$ cat config.mk
export PLATFORM = sky130hd
export DESIGN_NAME = mem_arbiter
export DESIGN_NICKNAME = d
export VERILOG_FILES = /design/src/rtl/mem_arb_pkg.sv /design/src/rtl/rr_arbiter2.sv /design/src/rtl/mem_arbiter.sv
export SDC_FILE = /design/constraint.sdc
export NUM_CORES = 1
export LEC_CHECK = 0
export ABC_CLOCK_PERIOD_IN_PS = 2700
export CAP_MARGIN = 20
export CORE_AREA = 2 2 289 291
export CTS_CLUSTER_DIAMETER = 120
export CTS_CLUSTER_SIZE = 10
export DETAILED_ROUTE_END_ITERATION = 10
export DIE_AREA = 0 0 291 293
export PLACE_DENSITY = 0.58
export SLEW_MARGIN = 20
export SYNTH_ARGS = -nofsm -noshare
export SYNTH_HDL_FRONTEND = slang
export SYNTH_SLANG_ARGS = --single-unit
$ cat constraint.sdc
create_clock -name clk -period 2.7 [get_ports clk]
set_input_delay 0.27 -clock clk [delete_from_list [all_inputs] [get_ports clk]]
set_output_delay 0.27 -clock clk [all_outputs]
set_load 0.02 [all_outputs]
$ cat src/rtl/mem_arb_pkg.sv
// Shared types and default sizing for the I/D-cache memory arbiter.
package mem_arb_pkg;

    typedef enum logic [1:0] {
        IDLE   = 2'd0,
        ACCESS = 2'd1,
        RESP   = 2'd2
    } state_e;

    typedef enum logic {
        GRANT_I = 1'b0,
        GRANT_D = 1'b1
    } grant_e;

    localparam int unsigned MEM_LATENCY_DEF = 10;
    localparam int unsigned LINE_BITS_DEF   = 128;
    localparam int unsigned ADDR_W_DEF      = 32;

endpackage

$ cat src/rtl/rr_arbiter2.sv
// Two-requester grant logic; ARB_DCACHE_PRIO_EN makes the D-cache win every tie.
module rr_arbiter2
    import mem_arb_pkg::*;
(
    input  logic req_icache_i,
    input  logic req_dcache_i,
    input  logic last_grant_i,
    output logic grant_dcache_c,
    output logic any_req_c
);

    assign any_req_c = req_icache_i | req_dcache_i;

`ifdef ARB_DCACHE_PRIO_EN
    logic unused_last_grant;
    assign unused_last_grant = last_grant_i;
    assign grant_dcache_c    = req_dcache_i;
`else
    // On a tie the requester not served last wins.
    always_comb begin
        grant_dcache_c = req_dcache_i;
        if (req_icache_i && req_dcache_i) begin
            grant_dcache_c = (last_grant_i == logic'(GRANT_I));
        end
    end
`endif

endmodule

$ cat src/rtl/mem_arbiter.sv
// Shares the line-wide memory port between I-cache and D-cache with round-robin grant.
// Optional ARB_DCACHE_PRIO_EN: D-cache strictly wins ties (handled in rr_arbiter2).
module mem_arbiter
    import mem_arb_pkg::*;
#(
    parameter int unsigned LINE_BITS   = LINE_BITS_DEF,
    parameter int unsigned MEM_LATENCY = MEM_LATENCY_DEF,
    parameter int unsigned ADDR_W      = ADDR_W_DEF
) (
    input  logic                 clk,
    input  logic                 reset,
    input  logic                 in_icache_read_en,
    input  logic [ADDR_W-1:0]    in_icache_addr,
    output logic [LINE_BITS-1:0] out_icache_read_data,
    output logic                 out_icache_ready,
    input  logic                 in_dcache_read_en,
    input  logic                 in_dcache_write_en,
    input  logic [ADDR_W-1:0]    in_dcache_addr,
    input  logic [LINE_BITS-1:0] in_dcache_write_data,
    output logic [LINE_BITS-1:0] out_dcache_read_data,
    output logic                 out_dcache_ready,
    output logic                 out_mem_read_en,
    output logic                 out_mem_write_en,
    output logic [ADDR_W-1:0]    out_mem_addr,
    output logic [LINE_BITS-1:0] out_mem_write_data,
    input  logic [LINE_BITS-1:0] in_mem_read_data
);

    localparam int unsigned OFF_W    = $clog2(LINE_BITS / 8);
    localparam int unsigned CNT_W    = $clog2(MEM_LATENCY);
    localparam logic [CNT_W-1:0] LAST_CNT = CNT_W'(MEM_LATENCY - 1);

    state_e                state_q, state_d;
    grant_e                gnt_q, gnt_d;
    grant_e                last_q, last_d;
    logic [CNT_W-1:0]      cnt_q, cnt_d;
    logic                  wr_q, wr_d;
    logic [ADDR_W-1:0]     addr_q, addr_d;
    logic [LINE_BITS-1:0]  wdata_q, wdata_d;
    logic                  mem_rd_q, mem_rd_d;
    logic                  mem_wr_q, mem_wr_d;
    logic [ADDR_W-1:0]     mem_addr_q, mem_addr_d;
    logic [LINE_BITS-1:0]  mem_wdata_q, mem_wdata_d;
    logic                  irdy_q, irdy_d;
    logic                  drdy_q, drdy_d;
    logic [LINE_BITS-1:0]  irdata_q, irdata_d;
    logic [LINE_BITS-1:0]  drdata_q, drdata_d;

    logic dreq_c;
    logic grant_dcache_c;
    logic any_req_c;

    assign dreq_c = in_dcache_read_en | in_dcache_write_en;

    rr_arbiter2 u_arb (
        .req_icache_i   (in_icache_read_en),
        .req_dcache_i   (dreq_c),
        .last_grant_i   (logic'(last_q)),
        .grant_dcache_c (grant_dcache_c),
        .any_req_c      (any_req_c)
    );

    always_ff @(posedge clk) begin
        if (reset) begin
            state_q     <= IDLE;
            gnt_q       <= GRANT_I;
            last_q      <= GRANT_I;
            cnt_q       <= '0;
            wr_q        <= 1'b0;
            addr_q      <= '0;
            wdata_q     <= '0;
            mem_rd_q    <= 1'b0;
            mem_wr_q    <= 1'b0;
            mem_addr_q  <= '0;
            mem_wdata_q <= '0;
            irdy_q      <= 1'b0;
            drdy_q      <= 1'b0;
            irdata_q    <= '0;
            drdata_q    <= '0;
        end else begin
            state_q     <= state_d;
            gnt_q       <= gnt_d;
            last_q      <= last_d;
            cnt_q       <= cnt_d;
            wr_q        <= wr_d;
            addr_q      <= addr_d;
            wdata_q     <= wdata_d;
            mem_rd_q    <= mem_rd_d;
            mem_wr_q    <= mem_wr_d;
            mem_addr_q  <= mem_addr_d;
            mem_wdata_q <= mem_wdata_d;
            irdy_q      <= irdy_d;
            drdy_q      <= drdy_d;
            irdata_q    <= irdata_d;
            drdata_q    <= drdata_d;
        end
    end

    always_comb begin
        state_d     = state_q;
        gnt_d       = gnt_q;
        last_d      = last_q;
        cnt_d       = cnt_q;
        wr_d        = wr_q;
        addr_d      = addr_q;
        wdata_d     = wdata_q;
        mem_rd_d    = 1'b0;
        mem_wr_d    = 1'b0;
        mem_addr_d  = '0;
        mem_wdata_d = '0;
        irdy_d      = 1'b0;
        drdy_d      = 1'b0;
        irdata_d    = irdata_q;
        drdata_d    = drdata_q;

        case (state_q)
            IDLE: begin
                if (any_req_c) begin
                    cnt_d   = '0;
                    state_d = ACCESS;
                    if (grant_dcache_c) begin
                        gnt_d   = GRANT_D;
                        wr_d    = in_dcache_write_en;
                        addr_d  = in_dcache_addr;
                        wdata_d = in_dcache_write_en ? in_dcache_write_data : '0;
                    end else begin
                        gnt_d   = GRANT_I;
                        wr_d    = 1'b0;
                        addr_d  = in_icache_addr;
                        wdata_d = '0;
                    end
                end
            end
            ACCESS: begin
                if (cnt_q == LAST_CNT) begin
                    cnt_d   = '0;
                    state_d = RESP;
                    if (gnt_q == GRANT_D) begin
                        drdy_d = 1'b1;
                        if (!wr_q) drdata_d = in_mem_read_data;
                    end else begin
                        irdy_d   = 1'b1;
                        irdata_d = in_mem_read_data;
                    end
                end else begin
                    cnt_d = cnt_q + CNT_W'(1);
                end
            end
            RESP: begin
                cnt_d   = '0;
                last_d  = gnt_q;
                state_d = IDLE;
            end
            default: state_d = IDLE;
        endcase

        // Memory strobes are registered so they are valid for every ACCESS cycle.
        if (state_d == ACCESS) begin
            mem_rd_d    = !wr_d;
            mem_wr_d    = wr_d;
            mem_addr_d  = {addr_d[ADDR_W-1:OFF_W], {OFF_W{1'b0}}};
            mem_wdata_d = wdata_d;
        end
    end

    assign out_icache_read_data = irdata_q;
    assign out_icache_ready     = irdy_q;
    assign out_dcache_read_data = drdata_q;
    assign out_dcache_ready     = drdy_q;
    assign out_mem_read_en      = mem_rd_q;
    assign out_mem_write_en     = mem_wr_q;
    assign out_mem_addr         = mem_addr_q;
    assign out_mem_write_data   = mem_wdata_q;

endmodule
==> summary.txt <==
Logic synthesis
  • Synthesis-stage register bit count: 581
  • Top cell type's share of synthesized area: 61.7%
  • Number of synthesized flops with an enable pin: 0
  • Top cells by area, synth: dfxtp_1 62%, nand2_1 10%, nor2_1 7.0%
  • Synth Instances: roughly 2100
  • Syn avg cell area: 8.85 um2
  • Post-synthesis instance area: 0.0189 mm2
  • Primary FF master, synth: dfxtp_1
  • Synth Warn #: 0
  • Cell with the most instances after synthesis: dfxtp_1
  • Post-synthesis sequential area ratio: 61.7%
  • Netlist cell types: 35
  • Async SR Flop Fraction: 0%
  • Synth top cells by count: 581 x dfxtp_1, 518 x nand2_1, 350 x nor2_1, 261 x a21oi_1, 156 x a22oi_1
  • Synth area leader: dfxtp_1

Clock network
  • CTS tree: done
  • Clk slew on worst S/H paths: 50 ps
  • H-tree levels: 3
  • Root buffer cell: clkbuf_16
  • Deepest clock path buffer count: 3
  • Clk_lat worst skew: 590 ps
  • Hold_buf cts: 0
  • Postcts setup bufs: 0
  • CTS resizes: 0
  • Clock sink total: 581
  • Number of CTS-inserted buffers: 68

Timing
  • Final setup fails: 0
  • Min Clock Period, post-route: 2090 ps
  • WHS: 66.2 ps
  • Worst relative slew slack: roughly two fifths
  • Fmax: ~480 MHz
  • Worst Clk Skew: 24.5 ps
  • Least-Margin Pin Slew: 919 ps
  • Period utilization: 77.5%
  • RSZ-0062 raised after global routing: no
  • Fin Setup TNS: 0 ps
  • Final Hold Viols: 0
  • Pins Over Slew Limit: 0

Floorplanning
  • Total die area: 0.0853 mm2
  • Die H: 293 um
  • Boundary pin count: 745
  • Core area: 0.0818 mm2
  • Starting Density: a little under a quarter
  • Die Span X: 291 um
  • FP Rows: between 100 and 150

Placement
  • Detailed placement HPWL: around 46000 um
  • Gpl congestion: 0.792
  • PortBufs: 732
  • Dpl cells: approximately 3800

Worst setup path
  • Setup CP Type: reg -> reg
  • Critical Path Max Stage Delay: 450 ps
  • CP Data Arrival Time: ~2600 ps
  • Worst path slowest cell: dfxtp_1
  • Required time of the worst setup path: 3200 ps
  • Crit start category: flip-flop
  • CP Max Fanout: 57
  • Crit end category: flip-flop
  • Critical Path, Cell by Cell: nand4bb_1 > nor4b_2 > buf_12 > buf_4 > nand2_1 > a21oi_1

Pwr
  • P_leak: slightly above 10 nW
  • VDD IR max: between 0.0004 and 0.0005 V
  • Power Total: 18.9 mW
  • Power per cell area: ~650 mW/mm2

Final layout
  • Area Growth Syn to Fin: 55.4%
  • Fin util: 35.8%
  • Fin cells: around 3900
  • Layout Nets: 3142
  • Layout cell share with drive strength beyond 1: 6.06%

Routing
  • Wire per inst: 17.2 um
  • # DRC: 0
  • Via density: 4.34
  • Iter 0 DRT Violations: 651
  • Met3 WL post-DR: 6420 um
  • Met1 Wirelength: 26900 um
  • Post-Route WL: 66900 um
  • Post-route antenna net violation count: 0
  • Top Layer Used: met5
  • Routed vias: 16919
  • Wire length on met2: 31600 um
  • First-pass DRT Iterations: 7

GRT
  • Largest net degree at the start of global routing: around 130
  • GRT overflow: 0
  • All-Layer GR Usage: between 15 and 20%
  • First-pass GRT wire length: roughly 100000 um
  • Vias in the first global route: 16469
  • Antenna violations before repair: 4

Run status
  • Status: finished, final reports clean

Hold path
  • Worst hold path type: in -> reg

Run
  • Max-Cap Viols: 0
==> power by group <==
part / total, mW / internal (mW) / leakage [nW] / switching [mW]
Combinational: 1.86 / 0.916 / 4.70 / 0.948
Clock: 8.12 / 4.65 / 0.903 / 3.47
Sequential: 8.95 / 8.85 / 4.72 / 0.0965
==> flip-flops by register name, indices dropped and copies added (netlist names) <==
| name | count |
|---|---|
| state_q | 2 |
| out_dcache_read_data | 128 |
| out_mem_write_data | 128 |
| wr_q | 1 |
| cnt_q | 4 |
| out_mem_addr | 28 |
| last_q | 1 |
| out_dcache_ready | 1 |
| addr_q | 28 |
| out_icache_read_data | 128 |
| wdata_q | 128 |
| out_mem_write_en | 1 |
| gnt_q | 1 |
| out_icache_ready | 1 |
| out_mem_read_en | 1 |
==> layout by cell type (no fill, tap or decap), types with 2 or more instances in the layout <==
cell             instances
clkdlybuf4s50_1        731
inv_6                    3
or2_2                    2
buf_4                   31
inv_1                    2
dfxtp_1                581
a21oi_1                261
o32ai_1                  2
clkbuf_16               69
a22oi_1                156
mux2i_1                  2
clkinv_8                 2
buf_12                  21
nor2_1                 349
nor3_1                  32
nand2b_1                 4
mux2_2                  28
nand2_1                517
conb_1                   4
==> critical path: cells and delay by family, from the launching register on <==
kind / cells / cell delay [ps]
AOI/OAI and AO/OA: 1 / 130
buffers and inverters: 2 / 650
DFF: 1 / 450
and+or+nand+nor: 3 / 770
==> final cells by class <==
cell class | count | area (um2)
Antenna cell | 1 | 2.50
Sequential cell | 581 | 11600
Inverter | 3 | 11.3
Multi-Input combinational cell | 1379 | 6500
Clock buffer | 70 | 1740
Clock inverter | 7 | 93.8
Fill cell | 8432 | 52500
Timing Repair Buffer | 784 | 7990
Tap cell | 1070 | 1340
==> path summary, 6_finish.rpt <==
kind	start	to	slack, ps	depth (start not counted)
setup reg to reg	cnt_q[0]	out_dcache_read_data[126]	610	6
setup / recovery	cnt_q[0]	out_dcache_read_data[126]	610	6
hold reg to reg	out_icache_read_data[78]	out_icache_read_data[78]	450	2
hold / removal	reset	out_mem_addr[7]	70	2
==> kinds of logic after synthesis <==
| group | share of synthesized area, % |
|---|---|
| AOI/OAI and AO/OA | 13.5 |
| other | 0.0199 |
| buffers and inverters | 4.15 |
| and+or+nand+nor | 18.8 |
| muxes | 1.78 |
| DFF | 61.7 |
==> metal layers <==
metal | vias up | GRT usage (%)
li1 | 8339 | -
met1 | 7862 | 17.2
met2 | 600 | 25.4
met3 | 112 | 6.26
met4 | 6 | 5.07
met5 | - | 0
==> stage by stage <==
| stage | setup WS [ps] | cell area, um2 |
|---|---|---|
| finish | 608 | 29300 |
| CTS | 541 | 29300 |
| detailed placement | 295 | 27500 |
| floorplan | 1010 | 18900 |
| global route | 351 | 29300 |
| global placement | 321 | 27500 |
No activity file was read; power rests on OpenSTA's default activity.
